## config.mk

```make
export PLATFORM = sky130hd
export DESIGN_NAME = seven_seg_readback
export DESIGN_NICKNAME = d
export VERILOG_FILES = /design/src/rtl/seven_seg_readback_pkg.sv /design/src/rtl/seven_seg_readback_seg_to_hex.sv /design/src/rtl/seven_seg_readback.sv
export SDC_FILE = /design/constraint.sdc
export NUM_CORES = 1
export LEC_CHECK = 0
export ABC_CLOCK_PERIOD_IN_PS = 5400
export BUFFER_PORTS_ARGS = -buffer_cell sky130_fd_sc_hd__buf_2
export CORE_ASPECT_RATIO = 0.6
export CORE_MARGIN = 10
export CORE_UTILIZATION = 55
export DETAILED_ROUTE_END_ITERATION = 8
export GPL_ROUTABILITY_DRIVEN = 0
export GPL_TIMING_DRIVEN = 0
export PLACE_DENSITY = 0.74
export SETUP_SLACK_MARGIN = 0.2
export SYNTH_ARGS = -nofsm -noshare
export SYNTH_HDL_FRONTEND = slang
export SYNTH_SLANG_ARGS = --single-unit
```

## constraint.sdc

```tcl
create_clock -name clk_i -period 5.4 [get_ports clk_i]
set_input_delay 0.54 -clock clk_i [delete_from_list [all_inputs] [get_ports clk_i]]
set_output_delay 0.54 -clock clk_i [all_outputs]
set_load 0.01 [all_outputs]
```

## src/rtl/seven_seg_readback_pkg.sv

```systemverilog
// seven_seg_readback_pkg: shared types and the glyph table for segment readback
package seven_seg_readback_pkg;

    typedef logic [6:0] seg_t;

    typedef enum logic [1:0] {IDLE, COUNT, HOLD} rb_state_t;

    // Active-low {g,f,e,d,c,b,a} patterns for nibbles 0..F
    localparam seg_t SEG_GLYPH [16] = '{
        7'h40, 7'h79, 7'h24, 7'h30, 7'h19, 7'h12, 7'h02, 7'h78,
        7'h00, 7'h10, 7'h08, 7'h03, 7'h46, 7'h21, 7'h06, 7'h0E
    };

endpackage

```

## src/rtl/seven_seg_readback_seg_to_hex.sv

```systemverilog
// seg_to_hex: combinational inverse of the hex-to-7-seg decoder
module seg_to_hex
    import seven_seg_readback_pkg::*;
(
    input  seg_t       seg_i,
    output logic       hit_o,
    output logic [3:0] nib_o
);

    // 16-way compare against the glyph table; no match leaves hit_o low
    always_comb begin
        hit_o = 1'b0;
        nib_o = 4'h0;
        for (int i = 0; i < 16; i++) begin
            if (seg_i == SEG_GLYPH[i]) begin
                hit_o = 1'b1;
                nib_o = 4'(i);
            end
        end
    end

endmodule

```

## src/rtl/seven_seg_readback.sv

```systemverilog
// seven_seg_readback: recovers hex digits from a multiplexed active-low 7-seg bus
module seven_seg_readback
    import seven_seg_readback_pkg::*;
#(
    parameter int NUM_DIGITS    = 4,
    parameter int STABLE_CYCLES = 8
) (
    input  logic                                       clk_i,
    input  logic                                       rst_ni,
    input  seg_t                                       seg_i,
    input  logic [NUM_DIGITS-1:0]                      an_i,
    input  logic                                       clr_i,
    output logic [4*NUM_DIGITS-1:0]                    digits_o,
    output logic [NUM_DIGITS-1:0]                      digit_valid_o,
    output logic [NUM_DIGITS-1:0]                      digit_bad_o,
    output logic                                       upd_o,
    output logic [(NUM_DIGITS>1 ? $clog2(NUM_DIGITS) : 1)-1:0] upd_idx_o,
    output logic                                       frame_done_o,
    output logic                                       ghost_err_o
);

    localparam int CNT_W = $clog2(STABLE_CYCLES + 1);
    localparam int IDX_W = NUM_DIGITS > 1 ? $clog2(NUM_DIGITS) : 1;

    seg_t                    seg_q, seg_p;
    logic [NUM_DIGITS-1:0]   an_q, an_p;
    rb_state_t               state_q;
    logic [CNT_W-1:0]        cnt_q;
    logic [NUM_DIGITS-1:0]   mask_q, mask_d;
    logic [4*NUM_DIGITS-1:0] digits_q, digits_d;
    logic [NUM_DIGITS-1:0]   valid_q, valid_d, bad_q, bad_d;
    logic                    upd_q, frame_q, frame_d, ghost_q;
    logic [IDX_W-1:0]        idx_q, idx;
    logic                    single, blank, ghost, same, cap, ghost_set, hit;
    logic [3:0]              nib;

    assign single    = $onehot(~an_q);
    assign blank     = &an_q;
    assign ghost     = !single && !blank;
    assign same      = (seg_q == seg_p) && (an_q == an_p);
    assign cap       = (state_q == COUNT) && single && same && (cnt_q == CNT_W'(STABLE_CYCLES - 1));
    assign ghost_set = (state_q != IDLE) && ghost;

    seg_to_hex u_lut (.seg_i(seg_q), .hit_o(hit), .nib_o(nib));

    // Register the bus once and keep the previous sample for stability compares
    always_ff @(posedge clk_i) begin
        if (!rst_ni) begin
            seg_q <= '1;
            an_q  <= '1;
            seg_p <= '1;
            an_p  <= '1;
        end else begin
            seg_q <= seg_i;
            an_q  <= an_i;
            seg_p <= seg_q;
            an_p  <= an_q;
        end
    end

    // Position of the low anode bit (meaningful only for a single sample)
    always_comb begin
        idx = '0;
        for (int i = 0; i < NUM_DIGITS; i++) begin
            if (!an_q[i]) idx = IDX_W'(i);
        end
    end

    // Stability FSM: count identical single samples, capture once, hold until change
    always_ff @(posedge clk_i) begin
        if (!rst_ni) begin
            state_q <= IDLE;
            cnt_q   <= '0;
        end else begin
            case (state_q)
                IDLE: begin
                    if (single) begin
                        state_q <= COUNT;
                        cnt_q   <= CNT_W'(1);
                    end
                end
                COUNT: begin
                    if (!single) state_q <= IDLE;
                    else if (!same) cnt_q <= CNT_W'(1);
                    else begin
                        cnt_q <= cnt_q + 1'b1;
                        if (cap) state_q <= HOLD;
                    end
                end
                HOLD: begin
                    if (!same) begin
                        state_q <= single ? COUNT : IDLE;
                        cnt_q   <= CNT_W'(1);
                    end
                end
                default: state_q <= IDLE;
            endcase
        end
    end

    // Next values of digit flags and frame mask; a capture overrides a coincident clr
    always_comb begin
        valid_d  = clr_i ? '0 : valid_q;
        bad_d    = clr_i ? '0 : bad_q;
        mask_d   = clr_i ? '0 : mask_q;
        digits_d = digits_q;
        if (cap) begin
            valid_d[idx] = hit;
            bad_d[idx]   = !hit;
            mask_d[idx]  = 1'b1;
            if (hit) digits_d[{idx, 2'b00} +: 4] = nib;
        end
        frame_d = cap && (&mask_d);
        if (frame_d) mask_d = '0;
    end

    // Output and flag registers
    always_ff @(posedge clk_i) begin
        if (!rst_ni) begin
            digits_q <= '0;
            valid_q  <= '0;
            bad_q    <= '0;
            mask_q   <= '0;
            upd_q    <= 1'b0;
            idx_q    <= '0;
            frame_q  <= 1'b0;
            ghost_q  <= 1'b0;
        end else begin
            digits_q <= digits_d;
            valid_q  <= valid_d;
            bad_q    <= bad_d;
            mask_q   <= mask_d;
            upd_q    <= cap;
            idx_q    <= cap ? idx : idx_q;
            frame_q  <= frame_d;
            ghost_q  <= (ghost_q && !clr_i) || ghost_set;
        end
    end

    assign digits_o      = digits_q;
    assign digit_valid_o = valid_q;
    assign digit_bad_o   = bad_q;
    assign upd_o         = upd_q;
    assign upd_idx_o     = idx_q;
    assign frame_done_o  = frame_q;
    assign ghost_err_o   = ghost_q;

endmodule

```

==> impl_results.md, run 1 <==
- Slew at the pin with the worst max-slew slack: 608 ps
- P_sw: around 230 uW
- Sequential fraction of the synthesis area: 0.448
- CTS root buffer: clkbuf_8
- Sink Count: a little over 60
- Final setup vio count: 0
- Max Slew Vio Count: 0
- Slew headroom: 0.593
- Crit path capture: digits_o[5]$_SDFFE_PN0P_
- Post-Route Utilization: 0.682
- CP Capture Type: flip-flop
- Synth Warn #: 0
- Layout cells sized above 1: 0.197
- Seq cells post-synth: 61
- CTS resizes: 0
- CTS buffer count: 9
- Port Buf Inserts: 42
- Synth Net Count: approximately 310
- Critical path startpoint category: flip-flop
- Gr ovfl total: 0
- Netlist Area Pre-Place: around 0.0027 mm^2
- DRC errors left: 0
- Max-Cap Viols: 0
- Largest net degree at the start of global routing: 11
- FMAX: between 200 and 300 MHz
- Core Region: between 0.004 and 0.005 mm^2
- H-tree depth: 3
- # fillers: a little under 400
- Flop2flop setup slack: 1880 ps
- Top cells by area, synth: dfxtp_1, nand2b_1, mux2i_1
- Register area: 0.00122 mm^2
- Most used DFF post-synth: dfxtp_1
- Footprint of the multi-input gates: around 0.0014 mm^2
- Req. time, crit path: 5670 ps
- Number of global-route vias before repair: between 2000 and 2500
- R2R Path Start: an_q[1]$_SDFF_PN1_
- Die height: 74.5 um
- R2r endpoint: digits_o[5]$_SDFFE_PN0P_
- Asr flop ratio synth: 0
- Post-synth top area cell: dfxtp_1
- Via density: ~5.4
- N_diodes: 0
- Cells on Worst Hold Path: 2
- Sw Ratio: 0.251
- Leakage power: between 0.001 and 0.0015 uW
- Clk_skew: around 8.1 ps
- Clk slew on worst S/H paths: roughly 70 ps
- Nets: 365
- Hpwl dp: 4.55 mm
- R2R depth: 10
- Area Growth Syn to Fin: 17.2%
- Clock group share of total power: 0.398
- Chip width: roughly 110 um
- Worst Hold Class: in2reg
- Total die area: slightly above 0.008 mm^2
- Post-DRT Antenna Nets: 0
- CP max FO: 7
- Crit path kind: reg2reg
- Post-Route WL: between 6 and 7 mm
- RSZ-0062 raised after global routing: no
- Pint: 683 uW
- CTS Hold Bufs: 0
- Tcrit/Tclk final: 0.652
- Critical path startpoint: an_q[1]$_SDFF_PN1_
- Mean Syn Cell Area: 9.30 um^2
- Core Rows: 19
- Postcts setup bufs: 0
- Most common cell in the netlist: dfxtp_1
- Initial antenna violation count: 0
- Cell count after synthesis: approximately 300
- Synth cell types: 51
- Top-Level Pins: 43
- Cell Pwr Density: roughly 290 mW/mm^2
- Wire per inst: ~15 um
- Number of DRC markers in iteration 0: 91
- EDFF count, synth: 0
- Final Critical Period: approximately 3500 ps
- Most frequent cells after synthesis: dfxtp_1, nand2b_1, nand2_1
- Synth top area share: 0.448
- CTS tree: done
- Outcome: finished clean
- Initial Util: 0.582
- First-pass GRT wire length: 10.1 mm
- DRT Pass-1 Iters: 4
- Peak VDD IR: 0.231 mV
- GRT Util Overall: 0.151
- Final hold violation count: 0
- Data arrival, critical path: 3790 ps
- Clock Latency Late Sink: about 340 ps
- Clock buffer depth: 2
- Combinational share of power: 0.086
- Via count: between 2000 and 2500
- Reg power frac: 0.516
- Setup_tns: 0 ps
==> per-layer routing <==
layer / vias to the layer above / global-route usage / share of wire
met4: 0 / 0.0460 / 0.0089
met2: 60 / 0.222 / 0.42
met3: 9 / 0.0707 / 0.071
met5: - / 0 / 0
met1: 1031 / 0.194 / 0.50
li1: 1124 / - / -
==> stage by stage <==
| stage | hold WS, ps | total power, uW | cell area, um^2 | std cells | setup slack, ps |
|---|---|---|---|---|---|
| after floorplan | 446 | 536 | 2730 | 293 | 2110 |
| after global placement | 441 | 557 | 3010 | 398 | 1950 |
| after detailed placement | 447 | 558 | 3010 | 398 | 1920 |
| after CTS | 364 | 922 | 3190 | 414 | 1880 |
| after global routing | 369 | 952 | 3190 | 414 | 1730 |
| final | 379 | 913 | 3190 | 414 | 1880 |
==> area by class of cell <==
cell class | instances | area share
Tap cell | 63 | 0.0247
Clock buffer | 13 | 0.0498
Buffer | 17 | 0.0223
Inverter | 7 | 0.00823
Sequential cell | 61 | 0.382
Timing Repair Buffer | 42 | 0.0658
Clock inverter | 3 | 0.00627
Multi-Input combinational cell | 208 | 0.440
==> state kept, by name (all words and copies together) (netlist names) <==
signal / count
ghost_err_o: 1
mask_q: 4
digit_bad_o: 4
seg_p: 7
digit_valid_o: 4
frame_done_o: 1
an_p: 4
digits_o: 16
upd_o: 1
cnt_q: 4
state_q: 2
an_q: 4
seg_q: 7
upd_idx_o: 2
==> logic make-up (layout without fill, tap and decap cells) <==
kind of cell             Yosys count  count (layout)  synth area share
XOR/XNOR                          12              12            0.0386
AO/OA/AOI/OAI                     52              52             0.123
AND/OR/NAND/NOR                  126             126             0.281
multiplexers                      13              13            0.0477
flip-flops                        61              61             0.448
buffers and inverters             24              82            0.0358
adder cells (fa/ha/maj)            5               5            0.0257
==> critical path: stages (launching register included) <==
cell,delay (ps)
dfxtp_1,400
fa_1,530
inv_1,40
ha_1,170
ha_1,290
or4b_4,570
nor2_4,180
nand4_4,170
or3_1,530
nor2_2,340
mux2i_1,220
==> worst min-delay path by stage <==
stage,startpoint,end,slack (ps)
after floorplan,mask_q[2]$_SDFF_PP0_,mask_q[2]$_SDFF_PP0_,450
after global placement,digits_o[2]$_SDFFE_PN0P_,digits_o[2]$_SDFFE_PN0P_,440
after detailed placement,digits_o[14]$_SDFFE_PN0P_,digits_o[14]$_SDFFE_PN0P_,450
after CTS,an_i[3],an_q[3]$_SDFF_PN1_,360
after global routing,seg_i[2],seg_q[2]$_SDFF_PN1_,370
final,seg_i[4],seg_q[4]$_SDFF_PN1_,380
==> power by group through the flow <==
stage                     logic (uW)  registers, uW  clock network, uW
after global routing            86.9            472                393
after detailed placement        77.3            481                  0
after global placement          76.2            481                  0
after CTS                       77.9            471                373
final                           78.5            471                363
after floorplan                 57.7            479                  0
==> placed cells by master (no fill, tap or decap), types with 8 or more instances in the layout <==
cell type  synthesis  routed
nor2b_1            8       8
a21oi_1           12      12
xor2_1            11      11
nand2_1           22      22
nor2_1            16      16
nand2b_1          28      28
o21ai_0           11      11
dfxtp_1           61      61
buf_2              0      42
clkbuf_1          15      17
clkbuf_8           0      11
mux2i_1           13      13
No activity file was read; power rests on OpenSTA's default activity.
==> run 2, diff against run 1 <==
ABC_CLOCK_PERIOD_IN_PS = 3640   (was 5400)
clock period = 3.64 ns   (was 5.4 ns; I/O delays follow)
==> impl_results.md, run 2 (same netlist as run 1, synthesis figures left out) <==
- Nets: 370 (+1.4%)
- GRT Util Overall: 0.151 (-0.000172)
- Die height: 74.5 um (unchanged)
- Max-Cap Viols: 0 (unchanged)
- Tcrit/Tclk final: 0.918 (+0.265)
- Total die area: 0.00826 mm^2 (unchanged)
- Final setup vio count: 0 (unchanged)
- Most common cell after layout, fill and taps aside: dfxtp_1
- CP Capture Type: flip-flop
- Clock Latency Late Sink: 340 ps (about the same)
- Number of DRC markers in iteration 0: 76 (-16%)
- N_diodes: 0 (unchanged)
- Clk_skew: 10.5 ps (+2.44 ps)
- Critical path startpoint: an_q[1]$_SDFF_PN1_
- Slew headroom: 0.489 (-0.103)
- CP max FO: 7 (unchanged)
- Initial antenna violation count: 0 (unchanged)
- Core Region: 0.00468 mm^2 (unchanged)
- Via count: 2261 (+1.7%)
- Post-Place Setup Slack: 155 ps (-1760 ps)
- Post-Route WL: 6.22 mm (+0.63%)
- RSZ-0062 raised after global routing: no
- Top-Level Pins: 43 (unchanged)
- Footprint of the multi-input gates: 0.00142 mm^2 (+0.71%)
- Number of global-route vias before repair: 2077 (-0.096%)
- Crit path setup slack, layout: 300 ps (-1580 ps)
- Critical-path top delay cell: or4b_4
- Setup_tns: 0 ps (unchanged)
- Critical path's largest stage delay: 520 ps (-50 ps)
- Crit-path cells: fa_1, inv_1, ha_1, ha_1, or4b_4, nor2_4, nand4_4, or3b_4, or2_1, buf_6, a31o_1
- Worst Hold Class: in2reg
- CTS root buffer: clkbuf_8
- Min-delay src: seg_i[4]
- Crit-path most repeated cell: ha_1
- DRC errors left: 0 (unchanged)
- Sink Count: 61 (unchanged)
- Max Slew Vio Count: 0 (unchanged)
- Leakage power: 0.00133 uW (+1.8%)
- Initial Util: 0.582 (unchanged)
- Post-DRT Antenna Nets: 0 (unchanged)
- First-pass GRT wire length: 10.1 mm (-0.13%)
- Clk slew on worst S/H paths: 70 ps (about the same)
- Clock buffer depth: 2 (unchanged)
- Data arrival, critical path: 3580 ps (-210 ps)
- Via density: 5.40 (+0.45%)
- Grt met2 use: 0.221 (-0.000651)
- Area Growth Syn to Fin: 19.1%
- Chip width: 111 um (unchanged)
- Post-Route Utilization: 0.693 (+0.0112)
- Top Usage Layer GRT: met2
- CTS tree: done
- FMAX: 299 MHz (+5.5%)
- Outcome: finished clean
- Worst hold margin: 202 ps (-177 ps)
- Register area: 0.00123 mm^2 (+0.41%)
- Final hold violation count: 0 (unchanged)
- Cell Pwr Density: 420 mW/mm^2 (+47%)
- Port Buf Inserts: 42 (unchanged)
- Commonest cells after routing, fill and taps aside: dfxtp_1, buf_2, nand2b_1
- Final Critical Period: 3340 ps (-182 ps)
- Design Power: 1360 uW (+49%)
- Hpwl dp: 4.55 mm (unchanged)
- Slew at the pin with the worst max-slew slack: 762 ps (+154 ps)
- Crit path kind: reg2reg
- R2R Path Start: an_q[1]$_SDFF_PN1_
- Gr ovfl total: 0 (unchanged)
- Met1 Resource Use GR: 0.194 (unchanged)
- Wire per inst: 14.8 um (-0.57%)
- Largest net degree at the start of global routing: 11 (unchanged)
- Peak VDD IR: 0.347 mV (+50%)
- Core Rows: 19 (unchanged)
- CTS buffer count: 9 (unchanged)
- DRT Pass-1 Iters: 4 (unchanged)
- Met3 usage: 0.0707 (unchanged)
- Critical path startpoint category: flip-flop
- Layout cells sized above 1: 0.213 (+0.0169)
- Max reg flops: 16 (unchanged)
- # fillers: 385 (-0.77%)
- Req. time, crit path: 3880 ps (-1790 ps)
- H-tree depth: 3 (unchanged)
## run 2: cell types whose count changed in the layout (fill, tap and decap cells not counted), sizes merged
cell	delta
buf	+5
## run 2: through the flow
stage / cell area [um^2] / std cells
floorplan: 2730 / 293
global placement: 3010 / 398
detailed placement: 3010 / 398
CTS: 3210 / 415
global route: 3250 / 419
finish: 3250 / 419
## run 2: worst max-delay path: cells and delay by family, from the launching register on
kind | cells | cell delay [ps]
DFF | 1 | 380
buffers and inverters | 2 | 180
AOI/OAI and AO/OA | 1 | 210
adders and majority gates | 3 | 960
and+or+nand+nor | 5 | 1510
## run 2: worst paths after layout
| check | endpoint | slack, ps | cells after the start |
|---|---|---|---|
| hold / removal | seg_q[4]$_SDFF_PN1_ | 200 | 2 |
| setup / recovery | digits_o[11]$_SDFFE_PN0P_ | 300 | 11 |
| setup reg to reg | digits_o[11]$_SDFFE_PN0P_ | 300 | 11 |
| hold reg to reg | digits_o[10]$_SDFFE_PN0P_ | 450 | 2 |
## run 2: cell type report
| class | instances | area share |
|---|---|---|
| tap | 63 | 0.0243 |
| clock inverter | 3 | 0.00617 |
| clock buffer | 13 | 0.0490 |
| sequential | 61 | 0.378 |
| inverter | 7 | 0.00810 |
| buffer | 17 | 0.0220 |
| timing repair buffer | 47 | 0.0763 |
| multi-input combinational | 208 | 0.436 |
## run 2: metal layers
metal  routed length [um]  vias to the layer above
met2                 2590                       74
met4                   55                        0
met3                  428                        9
met1                 3150                     1039
li1                     -                     1139
met5                    0                        -
## run 2: where the power goes
group	leakage [uW]	internal [uW]	switching [uW]
registers	0.000497	683	15.6
logic	0.000745	52.9	70.9
clock network	0.0000857	283	259
## run 2: timing repair
| item | 4_1_cts | 5_1_grt |
|---|---|---|
| endpoints found under the setup margin | 10 | 19 |
| resized for setup | 2 | 3 |
| pin swaps | 2 | 3 |
| setup buffers | 1 | 4 |
| endpoints found under the hold margin | 0 | 0 |
| hold buffers | 0 | 0 |
==> run 3, diff against run 2 <==
PLACE_DENSITY = 0.78   (was 0.74)
==> impl_results.md, run 3 (same netlist as run 1, synthesis figures left out) <==
- Worst Hold Class: in2reg
- Clock Latency Late Sink: 330 ps (about the same)
- GRT Util Overall: 0.156 (+0.00444)
- Area Growth Syn to Fin: 18.4%
- Cell Pwr Density: 414 mW/mm^2 (-1.4%)
- Crit path kind: reg2reg
- Setup_tns: 0 ps (unchanged)
- Clk slew on worst S/H paths: 70 ps (about the same)
- Commonest cells after routing, fill and taps aside: dfxtp_1, buf_2, nand2b_1
- Chip width: 111 um (unchanged)
- Footprint of the multi-input gates: 0.00142 mm^2 (+0.18%)
- Total die area: 0.00826 mm^2 (unchanged)
- CTS root buffer: clkbuf_8
- Post-DRT Antenna Nets: 0 (unchanged)
- Clk_skew: 8.45 ps (-2.09 ps)
- RSZ-0062 raised after global routing: no
- Max-Cap Viols: 0 (unchanged)
- Hpwl dp: 4.58 mm (+0.67%)
- Slew headroom: 0.494 (+0.00484)
- Sink Count: 61 (unchanged)
- CTS tree: done
- Leakage power: 0.00133 uW (-0.18%)
- Worst hold margin: 207 ps (+5.52 ps)
- Number of DRC markers in iteration 0: 163 (+110%)
- Critical path startpoint category: flip-flop
- Via count: 2322 (+2.7%)
- CTS buffer count: 9 (unchanged)
- Final Critical Period: 3360 ps (+23.6 ps)
- Nets: 369 (-0.27%)
- Finished Layout Cells: 417 (-0.48%)
- CP max FO: 7 (unchanged)
- Final setup vio count: 0 (unchanged)
- Top-Level Pins: 43 (unchanged)
- Core Region: 0.00468 mm^2 (unchanged)
- Slew at the pin with the worst max-slew slack: 755 ps (-7.22 ps)
- Die height: 74.5 um (unchanged)
- Wire per inst: 15.4 um (+3.7%)
- Core Rows: 19 (unchanged)
- Number of global-route vias before repair: 2217 (+6.7%)
- Post-Place Cells: 398 (unchanged)
- Final hold violation count: 0 (unchanged)
- Most common cell after layout, fill and taps aside: dfxtp_1
- Max reg flops: 16 (unchanged)
- Initial Util: 0.582 (unchanged)
- Register area: 0.00123 mm^2 (unchanged)
- N_diodes: 0 (unchanged)
- Outcome: finished clean
- Gr ovfl total: 0 (unchanged)
- Max Slew Vio Count: 0 (unchanged)
- Data arrival, critical path: 3600 ps (+20 ps)
- Tcrit/Tclk final: 0.924 (+0.00648)
- H-tree depth: 3 (unchanged)
- Initial antenna violation count: 0 (unchanged)
- DRT Pass-1 Iters: 5 (+1)
- Req. time, crit path: 3870 ps (about the same)
- DRC errors left: 0 (unchanged)
- First-pass GRT wire length: 10.6 mm (+4.2%)
- Design Power: 1340 uW (-2.0%)
- Via density: 5.57 (+3.2%)
- Peak VDD IR: 0.226 mV (-35%)
- Largest net degree at the start of global routing: 11 (unchanged)
- CP Capture Type: flip-flop
- Layout cells sized above 1: 0.218 (+0.00403)
- Port Buf Inserts: 42 (unchanged)
- Clock buffer depth: 2 (unchanged)
- FMAX: 297 MHz (-0.70%)
- Post-Route WL: 6.42 mm (+3.2%)
- CTS Hold Bufs: 0 (unchanged)
- # fillers: 388 (+0.78%)
[run 3: repair_timing]
action | 4_1_cts | 5_1_grt
buffers inserted | 1 | 3
pin swaps | 2 | 3
gates resized for setup | 1 | 5
endpoints found under the hold margin | 0 | 0
setup endpoints to repair | 11 | 19
[run 3: metrics by stage]
| step | worst slack, ps | cell area [um^2] | utilization |
|---|---|---|---|
| global route | 166 | 3230 | 0.689 |
| CTS | 210 | 3190 | 0.681 |
| finish | 276 | 3230 | 0.689 |
| detailed placement | 161 | 3010 | 0.644 |
| floorplan | 355 | 2730 | - |
| global placement | 187 | 3010 | 0.644 |
[run 3: final cells by class]
class | instances | share of cell area
multi-input cells | 208 | 0.440
flip-flops and latches | 61 | 0.380
repair buffers | 46 | 0.0744
clock buffers | 10 | 0.0427
well taps | 63 | 0.0244
plain buffers | 17 | 0.0221
clock inverters | 5 | 0.00853
inverters | 7 | 0.00814
[run 3: worst max-delay path, cell delays in order, from the launching register on]
cell	delay (ps)
dfxtp_2	350
fa_1	530
inv_1	40
ha_1	170
ha_1	310
or4b_4	520
nor2_4	170
nand4_4	160
or3b_4	430
or2_1	240
buf_6	140
a31o_1	200
[run 3: worst paths after layout]
| check | startpoint | to | slack (ps) | cells past startpoint |
|---|---|---|---|---|
| setup reg to reg | an_q[0]$_SDFF_PN1_ | digits_o[11]$_SDFFE_PN0P_ | 280 | 11 |
| setup / recovery | an_q[0]$_SDFF_PN1_ | digits_o[11]$_SDFFE_PN0P_ | 280 | 11 |
| hold / removal | seg_i[6] | seg_q[6]$_SDFF_PN1_ | 210 | 2 |
| hold reg to reg | digits_o[0]$_SDFFE_PN0P_ | digits_o[0]$_SDFFE_PN0P_ | 460 | 2 |
[run 3: per-layer routing]
metal,global-route usage,up-vias,part of all wire
met5,0,-,0
met2,0.236,88,0.43
met1,0.200,1096,0.49
met4,0.0560,0,0.0064
met3,0.0578,5,0.076
li1,-,1133,-
[run 3: power breakdown]
| part | total (uW) | leakage [uW] | internal [uW] | switching, uW |
|---|---|---|---|---|
| Clock | 516 | 0.0000877 | 256 | 259 |
| Combinational | 123 | 0.000741 | 51.1 | 71.7 |
| Sequential | 699 | 0.000497 | 683 | 15.9 |
